`config.mk`:
```
export PLATFORM = sky130hd
export DESIGN_NAME = key_debounce
export DESIGN_NICKNAME = d
export VERILOG_FILES = /design/src/rtl/key_debounce.sv
export SDC_FILE = /design/constraint.sdc
export NUM_CORES = 1
export LEC_CHECK = 0
export ABC_CLOCK_PERIOD_IN_PS = 2700
export BUFFER_PORTS_ARGS = -buffer_cell sky130_fd_sc_hd__buf_2
export CORE_AREA = 2 2 106 82
export CTS_CLUSTER_DIAMETER = 40
export CTS_CLUSTER_SIZE = 10
export DETAILED_ROUTE_END_ITERATION = 8
export DIE_AREA = 0 0 108 84
export PLACE_DENSITY = 0.75
export SLEW_MARGIN = 20
export SYNTH_ARGS = -nofsm -noshare
export SYNTH_HDL_FRONTEND = slang
export SYNTH_SLANG_ARGS = --single-unit
export TNS_END_PERCENT = 100
```
`constraint.sdc`:
```
create_clock -name clk -period 2.7 [get_ports clk]
set_clock_uncertainty 0.2 [all_clocks]
set_input_delay 0.405 -clock clk [delete_from_list [all_inputs] [get_ports clk]]
set_output_delay 0.405 -clock clk [all_outputs]
set_load 0.03 [all_outputs]
```
`src/rtl/key_debounce.sv`:
```
// key_debounce: per-key pushbutton debouncer with press/release strobes.
// Each raw active-low key is double-flop synchronized, then qualified by an
// independent four-state FSM that only accepts a level after it has been
// stable for DEBOUNCE_CYCLES consecutive cycles.
// Optional sticky press capture flags are built only when the macro
// KEY_EDGE_CAPTURE_EN is defined; otherwise capture is tied low.

module key_debounce #(
    parameter int N_KEYS          = 3,
    parameter int DEBOUNCE_CYCLES = 1000000
) (
    input  logic              clk,
    input  logic              reset,
    input  logic [N_KEYS-1:0] keys_raw_n,
    output logic [N_KEYS-1:0] keys_db_n,
    output logic [N_KEYS-1:0] press_pulse,
    output logic [N_KEYS-1:0] release_pulse,
    output logic [N_KEYS-1:0] capture,
    input  logic [N_KEYS-1:0] capture_clr
);

    localparam int              CNT_W    = $clog2(DEBOUNCE_CYCLES + 1);
    localparam logic [CNT_W-1:0] CNT_LAST = CNT_W'(DEBOUNCE_CYCLES - 1);

    typedef enum logic [1:0] {
        RELEASED     = 2'd0,
        PRESS_WAIT   = 2'd1,
        PRESSED      = 2'd2,
        RELEASE_WAIT = 2'd3
    } state_t;

    logic [N_KEYS-1:0] s1_q;
    logic [N_KEYS-1:0] s2_q;

    // Two-flop synchronizer; idles high so a reset looks like "not pressed".
    always_ff @(posedge clk or posedge reset) begin
        if (reset) begin
            s1_q <= '1;
            s2_q <= '1;
        end else begin
            s1_q <= keys_raw_n;
            s2_q <= s1_q;
        end
    end

    for (genvar g = 0; g < N_KEYS; g++) begin : g_key
        state_t           state_q;
        logic [CNT_W-1:0] cnt_q;
        logic             db_q;
        logic             press_q;
        logic             release_q;

        // Debounce FSM with registered level and one-cycle strobes.
        // The counter only advances inside a WAIT state and stops at
        // CNT_LAST, where the level is accepted, so it never wraps.
        always_ff @(posedge clk or posedge reset) begin
            if (reset) begin
                state_q   <= RELEASED;
                cnt_q     <= '0;
                db_q      <= 1'b1;
                press_q   <= 1'b0;
                release_q <= 1'b0;
            end else begin
                press_q   <= 1'b0;
                release_q <= 1'b0;
                case (state_q)
                    RELEASED: begin
                        if (!s2_q[g]) begin
                            state_q <= PRESS_WAIT;
                            cnt_q   <= '0;
                        end
                    end
                    PRESS_WAIT: begin
                        if (s2_q[g]) begin
                            state_q <= RELEASED;
                        end else if (cnt_q == CNT_LAST) begin
                            state_q <= PRESSED;
                            db_q    <= 1'b0;
                            press_q <= 1'b1;
                        end else begin
                            cnt_q <= cnt_q + CNT_W'(1);
                        end
                    end
                    PRESSED: begin
                        if (s2_q[g]) begin
                            state_q <= RELEASE_WAIT;
                            cnt_q   <= '0;
                        end
                    end
                    RELEASE_WAIT: begin
                        if (!s2_q[g]) begin
                            state_q <= PRESSED;
                        end else if (cnt_q == CNT_LAST) begin
                            state_q   <= RELEASED;
                            db_q      <= 1'b1;
                            release_q <= 1'b1;
                        end else begin
                            cnt_q <= cnt_q + CNT_W'(1);
                        end
                    end
                    default: begin
                        state_q <= RELEASED;
                        cnt_q   <= '0;
                        db_q    <= 1'b1;
                    end
                endcase
            end
        end

        assign keys_db_n[g]     = db_q;
        assign press_pulse[g]   = press_q;
        assign release_pulse[g] = release_q;
    end

`ifdef KEY_EDGE_CAPTURE_EN
    logic [N_KEYS-1:0] capture_q;

    // Sticky press flags; a press strobe wins over a same-cycle clear.
    always_ff @(posedge clk or posedge reset) begin
        if (reset) begin
            capture_q <= '0;
        end else begin
            capture_q <= press_pulse | (capture_q & ~capture_clr);
        end
    end

    assign capture = capture_q;
`else
    logic unused_capture_clr;

    assign capture            = '0;
    assign unused_capture_clr = ^capture_clr;
`endif

endmodule

```
Yosys cells after proc, flatten, opt, wreduce, memory -nomap -nowiden
Index checks and enable logic that the tools add are counted.
Storage, ports and cells
  input port bits: 8
  register bits after elaboration: 81
  bits in read-only memories: 0
  bits in writable memories: 0
  word-level logic and storage cells: 140
  memories kept: 0
  bits in latches: 0
  output and inout bits: 12
Operators by class
  $lt $le $gt $ge: 0
  muxes and demuxes: 69
  shifts and indexed selects: 0
  equality and inequality tests: 36
  reductions and logical operators: 15
  add/sub/neg operators: 3
  bitwise operators: 0
  div/mod/pow operators: 0
  multiply operators: 0
Operators with widths (number)
  two-way mux 20 bit: 15
  one-hot mux 20 bit (4 select lines): 3
  adder 20 x 1 -> 20 bit, second input constant: 3
  equality test 20 bit, second input constant: 3
  two-way mux 2 bit: 18
  inequality test 2 bit, second input constant: 18
  two-way mux 1 bit: 27
  one-hot mux 2 bit (4 select lines): 3
  AND reduction 4 bit: 6
  inequality test 3 bit, second input constant: 6
  AND reduction 5 bit: 3
  equality test 2 bit, second input constant: 6
  equality test 2 x 1 -> 1 bit, second input constant: 3
  logical NOT 2 bit: 3
  one-hot mux 1 bit (2 select lines): 3
  nonzero test 2 bit: 3

Longest topological paths before layout
Gate-level depths: netlist of the first run.
  depth in word-level cells: 4
  gate-level depth with buffers: 9
  gate-level depth less buffers: 7

Worst setup path after synthesis of the first run
Ideal clock, no wire load.
  kind: register to register
  start point: register g_key[1].cnt_q[0]
  end point: register g_key[1].cnt_q[15]
  library setup time: 0.129 ns
  period minus slack after synthesis: 2.201 ns
  stages on the path, launching flop included: 10
  arrival time: 1.872 ns
  slack: 0.499 ns
  buffers on the path: 2
  cell sequence: dfrtp_1 -> ha_1 -> nand3_1 -> or4_1 -> buf_2 -> o21ai_4 -> inv_2 -> nand2_2 -> buf_4 -> o21ai_0
On the way
  cells in the longest elaborated chain, start to end: 4
  elaborated cells on any way between the ends: 6
Ends and longest elaborated chain
  start, declared: line 48  | logic [CNT_W-1:0] cnt_q;
  start signal, assigned: line 81  | cnt_q <= cnt_q + CNT_W'(1);
  start signal, assigned: line 98  | cnt_q <= cnt_q + CNT_W'(1);
  adder 20 x 1 -> 20 bit or equality test 20 bit (tied branches)
  two-way mux 20 bit *: line 76, 93
  two-way mux 20 bit, on equally long branches: line 91, 74
  one-hot mux 20 bit (4 select lines) *: line 66  | case (state_q)
Mark *: on every way between the ends. The rest lies on a longest branch, timed or not. The select of a mux whose other input is x is not followed.
A chain may end at the register's enable or synchronous reset.

Worst setup path after layout of the first run
  start point: register g_key[2].cnt_q[12]
  end point: register g_key[2].cnt_q[9]
On the way
  cells in the longest elaborated chain, start to end: 4
  elaborated cells on any way between the ends: 5
Ends and longest elaborated chain (line)
  start, declared: 48
  start signal, assigned: 81
  start signal, assigned: 98
  equality test 20 bit *: 76, 93
  two-way mux 20 bit *
  two-way mux 20 bit, on equally long branches
  one-hot mux 20 bit (4 select lines) *
Marks and branches as above.

==> flow_summary.json, run 1 <==
{
  "dieHeight_um": 84,
  "synthAdderAreaFrac": 0.00850,
  "synth.ff_latch_count": 81,
  "fin_crit_ns": 2.49,
  "clock_sinks": 81,
  "hold-path-endpoint": "s2_q[1]",
  "dieWidth_um": 108,
  "rr_startpoint": "g_key[2].cnt_q[12]",
  "grtUsageTotal": 0.224,
  "setup_violations": 0,
  "grt.overflow.total": 0,
  "hold_depth": 0,
  "rsz0062_at_grt": "false",
  "synth_edf_count": 0,
  "min_path_type": "flop to flop",
  "min-delay-start": "s1_q[1]",
  "drt_drc_violations_left": 0,
  "fin_util": 0.587,
  "dieArea_sq_um": 9070,
  "synth.area.top_cells": "dfrtp_1 41%, dfstp_2 5.4%, nand3_1 5.1%",
  "grt_pass1_vias": 3378,
  "p_per_area_nw_per_um2": 494,
  "dr.pass1.iters": 5,
  "gp_congestion": 0.960,
  "worstReg2RegEnd": "g_key[2].cnt_q[9]",
  "critPathCaptureType": "flop",
  "yosys-top-cells-count": "72 x dfrtp_1, 45 x nand2_1, 45 x nand3_1",
  "yosysWarnings": 0,
  "diodes": 0,
  "path_clk_slew_ns": 0.08,
  "wl_per_cell_um": 15.4,
  "required_ns": 2.80,
  "cp_max_fo": 6,
  "synth.yosys.seq_area_share": 0.461,
  "cts_max_level": 3,
  "netlist_area_sq_um": 4420,
  "cp.arrival_ns": 2.59,
  "drt_iter0_markers": 315,
  "hpwl_mm": 6.32,
  "cts_tree": "built",
  "synth_ff_type": "dfrtp_1",
  "via_count": 3698,
  "grt_max_degree": 46,
  "synth.area.mux_share": 0.0190,
  "yosysMostFrequentCell": "dfrtp_1",
  "drive_gt1_frac": 0.160,
  "avgViaCountPerCell": 6.09,
  "crit_type": "flop to flop",
  "synthArstFlopShare": 1.00,
  "status": "completed",
  "cp_cell_sequence": "or4b_4 -> or4_4 -> o21ai_2 -> buf_4 -> a21oi_2 -> o22ai_2",
  "antenna_left": 0,
  "synth_xor_area_frac": 0.0159,
  "vdd_ir_drop_max_mv": 0.344,
  "slew_headroom": 0.383,
  "yosysTopAreaCell": "dfrtp_1",
  "max_freq_mhz": 401,
  "synth_top_family_by_area": "simple AND/OR/NAND/NOR gates",
  "cts_buffers": 9,
  "num_io_pins": 20,
  "antenna_found_initial": 0,
  "area_growth_pct": 8.44,
  "power.leakage_nw": 1.98,
  "root_buffer": "clkbuf_8",
  "ff2ff_path_depth": 6,
  "postSynthCellCount": 483,
  "slew_violations": 0,
  "fin_crit_sh": 0.924,
  "cpPeakStageDelay_ns": 0.54,
  "clock_latency_ns": 0.38,
  "floorplan.core_area_sq_um": 8160,
  "synth_compound_area_frac": 0.161,
  "crit_path_top_delay_cell": "or4b_4",
  "ys_types": 63,
  "initial_core_util": 0.541,
  "clk_path_buf_depth": 2,
  "whs_ns": 0.158,
  "grt_pass1_wl_mm": 16.0,
  "tns_ns": 0,
  "r2r_setup_slack_ns": 0.21,
  "worst_pin_slew_ns": 0.926,
  "io_buffer_count": 13,
  "start_kind": "flop",
  "synthSimpleGateAreaFrac": 0.272,
  "finalHoldViolCount": 0,
  "routed_wl_mm": 9.37,
  "syn_area_per_cell_sq_um": 9.15,
  "final_nets": 505,
  "synth_top_cell_area_share": 0.408,
  "rows": 29,
  "maxCapViolCount": 0
}
-- critical path: cells and delay by family (launching register included) --
| family | cells | cell delay, ns |
|---|---|---|
| DFF | 1 | 0.44 |
| buffers and inverters | 1 | 0.23 |
| and+or+nand+nor | 2 | 1.00 |
| AOI/OAI and AO/OA | 3 | 0.56 |
-- registers in the layout, indices dropped and copies added (netlist names), named ones only --
register,cells
s1_q,3
g_key.cnt_q,60
g_key.press_q,3
g_key.state_q,3
s2_q,3
g_key.release_q,3
g_key.db_q,3
-- cells by family (layout without fill, tap and decap cells) --
| logic type | count (synthesis) | after routing |
|---|---|---|
| other cells | 1 | 3 |
| buf+inv | 54 | 68 |
| fa+ha+maj | 3 | 3 |
| simple gates | 223 | 223 |
| compound gates | 105 | 105 |
| xor+xnor | 8 | 8 |
| flops | 81 | 81 |
| mux | 8 | 8 |
-- power breakdown --
| group | internal [mW] | switching [mW] |
|---|---|---|
| Combinational | 0.0545 | 0.0995 |
| Sequential | 1.24 | 0.0342 |
| Clock | 0.478 | 0.459 |
| Total | 1.78 | 0.593 |
-- repair_timing --
action                    4_1_cts  5_1_grt
buffers inserted                0        0
hold endpoints to repair       33        0
resized for setup               0        0
hold buffers                    4        0
-- per-stage QoR --
stage	power (mW)	instance area (sq um)	worst slack (ns)	cells
after CTS	2.38	4790	0.210	607
final	2.37	4790	0.205	607
after global routing	2.46	4790	0.00732	607
after floorplan	1.41	4430	0.0298	485
after detailed placement	1.45	4540	0.225	587
after global placement	1.45	4540	0.243	587
-- cells in the final DEF (no fill, tap or decap), types with 5 or more instances in the layout --
master    instances
nor2_1           33
nand2_1          45
xnor2_1           5
o21ai_2           5
buf_4            11
dfstp_2           9
nor4b_1           5
and2_1            7
clkbuf_8         11
or4_1             6
nand4_1          15
a21oi_1          19
and3_1            5
nor4_1           12
buf_2            13
inv_1            20
o21ai_0          26
or3_1             9
o211ai_1          5
dfrtp_1          72
nor3_1           16
nand3_1          45
o31ai_1           9
mux2i_1           5
a31oi_1           9
nand2b_1          6
-- metal layers --
metal,vias up,track usage,share of wire
li1,1780,-,-
met1,1746,0.316,0.45
met2,155,0.325,0.44
met3,17,0.0734,0.093
met4,0,0.0734,0.016
met5,-,0,0
-- how the worst max path moves through the flow --
| stage | slack (ns) | end | startpoint |
|---|---|---|---|
| finish | 0.21 | g_key[2].cnt_q[9] | g_key[2].cnt_q[12] |
| global route | 0.007 | g_key[0].cnt_q[3] | g_key[0].cnt_q[11] |
| CTS | 0.21 | g_key[2].cnt_q[9] | g_key[2].cnt_q[12] |
| detailed placement | 0.22 | g_key[2].cnt_q[9] | g_key[2].cnt_q[12] |
| global placement | 0.24 | g_key[2].cnt_q[7] | g_key[2].cnt_q[15] |
| floorplan | 0.03 | async pin | reset |
-- layout make-up --
| cell class | count | area (sq um) |
|---|---|---|
| clock buffers | 12 | 155 |
| repair buffers | 29 | 208 |
| flip-flops and latches | 81 | 2040 |
| inverters | 23 | 87.6 |
| multi-input cells | 350 | 2120 |
| clock inverters | 4 | 51.3 |
| fillers | 695 | 3370 |
| well taps | 108 | 135 |
Note: power is estimated with default switching activity, not from simulation.
==> inputs of run 2 (changes only) <==
--- a/config.mk
+++ b/config.mk
@@ -5,14 +5,15 @@
 export SDC_FILE = /design/constraint.sdc
 export NUM_CORES = 1
 export LEC_CHECK = 0
+export ABC_AREA = 1
 export ABC_CLOCK_PERIOD_IN_PS = 2700
 export BUFFER_PORTS_ARGS = -buffer_cell sky130_fd_sc_hd__buf_2
-export CORE_AREA = 2 2 106 82
+export CORE_AREA = 2 2 111 86
 export CTS_CLUSTER_DIAMETER = 40
 export CTS_CLUSTER_SIZE = 10
 export DETAILED_ROUTE_END_ITERATION = 8
-export DIE_AREA = 0 0 108 84
-export PLACE_DENSITY = 0.75
+export DIE_AREA = 0 0 113 88
+export PLACE_DENSITY = 0.74
 export SLEW_MARGIN = 20
 export SYNTH_ARGS = -nofsm -noshare
 export SYNTH_HDL_FRONTEND = slang
==> run 2 against run 1 <==
Utilization is 1.0 points higher. Routed wire length increased by 4.9%. Sequential power about the same. Largest cell class unchanged. The run now ends with design-rule violations left. Area after synthesis grew 9.5%. Count of clock-buffer cells in the layout is 1 lower. Register-to-register slack improved by 0.52 ns. Global-route usage decreased by 0.59 points. Worst hold slack better by 0.00098 ns. Via count grew 11%. Cell area grew 10%.
==> flow_summary.json, run 2 <==
{
  "cts_setup_buffers": 0,
  "dieArea_sq_um": 9940,
  "power.leakage_nw": 2.32,
  "maxCapViolCount": 0,
  "yosysTopAreaCell": "dfrtp_1",
  "design_area_sq_um": 5290,
  "yosysWarnings": 0,
  "yosysMostFrequentCell": "nand2_1",
  "final_nets": 663,
  "cpPeakStageDelay_ns": 0.38,
  "gp_congestion": 0.897,
  "critPathCaptureType": "flop",
  "crit_path_top_delay_cell": "dfrtp_1",
  "clk_path_buf_depth": 2,
  "num_io_pins": 20,
  "cp_cell_sequence": "ha_1 -> nand3_1 -> nor2_1 -> nand3_2 -> nand2_2 -> nand2_1 -> o21ai_0",
  "min-delay-start": "s1_q[2]",
  "required_ns": 2.74,
  "cts_resized": 0,
  "synthArstFlopShare": 1.00,
  "dp_cells": 749,
  "synth_edf_count": 0,
  "dr.pass1.iters": 7,
  "clock_latency_ns": 0.34,
  "layout_commonest_cell": "nand2_1",
  "placed_area_sq_um": 4900,
  "vdd_ir_drop_max_mv": 0.387,
  "clock_sinks": 81,
  "mostFrequentLayoutCells": "191 x nand2_1, 72 x dfrtp_1, 64 x nor2_1, 60 x inv_1, 60 x nand3_1",
  "cp.arrival_ns": 2.02,
  "status": "complete, but fails checks",
  "synth.yosys.seq_area_share": 0.421,
  "io_buffer_count": 13,
  "grt_max_degree": 49,
  "diodes": 0,
  "avgViaCountPerCell": 5.33,
  "max_freq_mhz": 507,
  "fin_util": 0.597,
  "netlist_area_sq_um": 4840,
  "postSynthCellCount": 643,
  "routed_wl_mm": 9.83,
  "synth_ff_type": "dfrtp_1",
  "finalHoldViolCount": 0,
  "rr_startpoint": "g_key[1].cnt_q[1]",
  "floorplan.core_area_sq_um": 8860,
  "area_growth_pct": 9.36,
  "path_clk_slew_ns": 0.06,
  "holdBufCountCts": 4,
  "p_per_area_nw_per_um2": 529,
  "grt.overflow.total": 0,
  "dieHeight_um": 88,
  "initial_core_util": 0.546,
  "synth.ff_latch_count": 81,
  "rsz0062_at_grt": "false",
  "crit_buf_inv": 0,
  "antenna_found_initial": 0,
  "hpwl_mm": 6.87,
  "syn_area_per_cell_sq_um": 7.52,
  "root_buffer": "clkbuf_16",
  "cts_tree": "built",
  "synth_top_cell_area_share": 0.372,
  "power_mw": 2.80,
  "startpoint": "g_key[1].cnt_q[1]",
  "instances_no_fill": 769,
  "setup_violations": 0,
  "failed_checks": "design-rule violations",
  "largest_reg_flops": 60,
  "cp_top_family": "simple AND/OR/NAND/NOR gates",
  "fin_crit_ns": 1.97,
  "slew_violations": 0,
  "wl_per_cell_um": 12.8,
  "drt_drc_violations_left": 1,
  "drt_iter0_markers": 285,
  "start_kind": "flop",
  "synth.area.top_cells": "dfrtp_1 37%, nand2_1 15%, nand3_1 6.2%",
  "drive_gt1_frac": 0.126,
  "ys_types": 33,
  "yosys-top-cells-count": "191 x nand2_1, 72 x dfrtp_1, 64 x nor2_1",
  "grt_pass1_vias": 3791,
  "rows": 30,
  "worst_pin_slew_ns": 0.597,
  "top_register": "g_key.cnt_q",
  "cts_buffers": 9,
  "cp_max_fo": 21,
  "grtUsageTotal": 0.218,
  "fillers": 765,
  "crit_type": "flop to flop",
  "dieWidth_um": 113,
  "cts_max_level": 3,
  "slew_headroom": 0.602,
  "min_path_type": "flop to flop",
  "fin_crit_sh": 0.731,
  "antenna_left": 0,
  "grt_pass1_wl_mm": 17.5,
  "via_count": 4102,
  "tns_ns": 0
}
[run 2: changes by cell type after synthesis, sizes merged, moves of 9 or more]
cell / change
a21oi: -21
a31oi: -9
clkbuf: -11
inv: +43
nand2: +153
nand3: +22
nand4: +11
nor2: +42
nor4: -14
o21ai: +20
o31ai: -9
or3: -10
xor2: +18
[run 2: metal layers]
| layer | vias up | wire length, um | global-route usage | share of wire |
|---|---|---|---|---|
| li1 | 2067 | - | - | - |
| met1 | 1915 | 4750 | 0.297 | 0.48 |
| met2 | 108 | 4480 | 0.347 | 0.46 |
| met3 | 12 | 504 | 0.0595 | 0.051 |
| met4 | 0 | 92 | 0.0599 | 0.0094 |
| met5 | - | 0 | 0 | 0 |
[run 2: worst reg2reg max path: stages (launching register included)]
cell     delay, ns
dfrtp_1       0.38
ha_1          0.21
nand3_1       0.20
nor2_1        0.20
nand3_2       0.16
nand2_2       0.35
nand2_1       0.08
o21ai_0       0.10
[run 2: layout make-up]
cell class / instances / area [sq um] / share of cell area
clock inverters: 5 / 103 / 0.0194
repair buffers: 21 / 148 / 0.0279
inverters: 68 / 267 / 0.0504
clock buffers: 11 / 243 / 0.0459
flip-flops and latches: 81 / 2040 / 0.385
well taps: 112 / 140 / 0.0265
multi-input cells: 471 / 2350 / 0.445
[run 2: cells by family after synthesis]
kind of cell | count (synthesis) | share of synthesized area
AOI/OAI and AO/OA | 57 | 0.0670
xor gates and xnor gates | 26 | 0.0471
adders and majority gates | 3 | 0.00776
buffers and inverters | 93 | 0.0939
DFF | 81 | 0.421
other | 1 | 0.000775
and+or+nand+nor | 382 | 0.362
[run 2: final timing paths]
kind	to	slack [ns]	depth (start not counted)
worst min-delay path	s2_q[2]	0.16	0
worst max register to register	g_key[1].cnt_q[5]	0.73	7
max in group asynchronous	s2_q[1]	1.14	4
worst max-delay path	g_key[1].cnt_q[5]	0.73	7
min in group asynchronous	g_key[0].press_q	0.47	3
worst min register to register	s2_q[2]	0.16	0
[run 2: metrics by stage]
step | hold slack (ns) | setup WS [ns]
3_3_place_gp | 0.146 | 0.831
5_1_grt | 0.163 | 0.557
4_1_cts | 0.159 | 0.743
3_5_place_dp | 0.151 | 0.757
2_1_floorplan | 0.145 | 0.0298
6_report | 0.158 | 0.727
[run 2: report_power, final]
group,total [mW],internal (mW),switching (mW)
Combinational,0.131,0.0358,0.0950
Clock,1.40,0.927,0.474
Sequential,1.26,1.24,0.0239
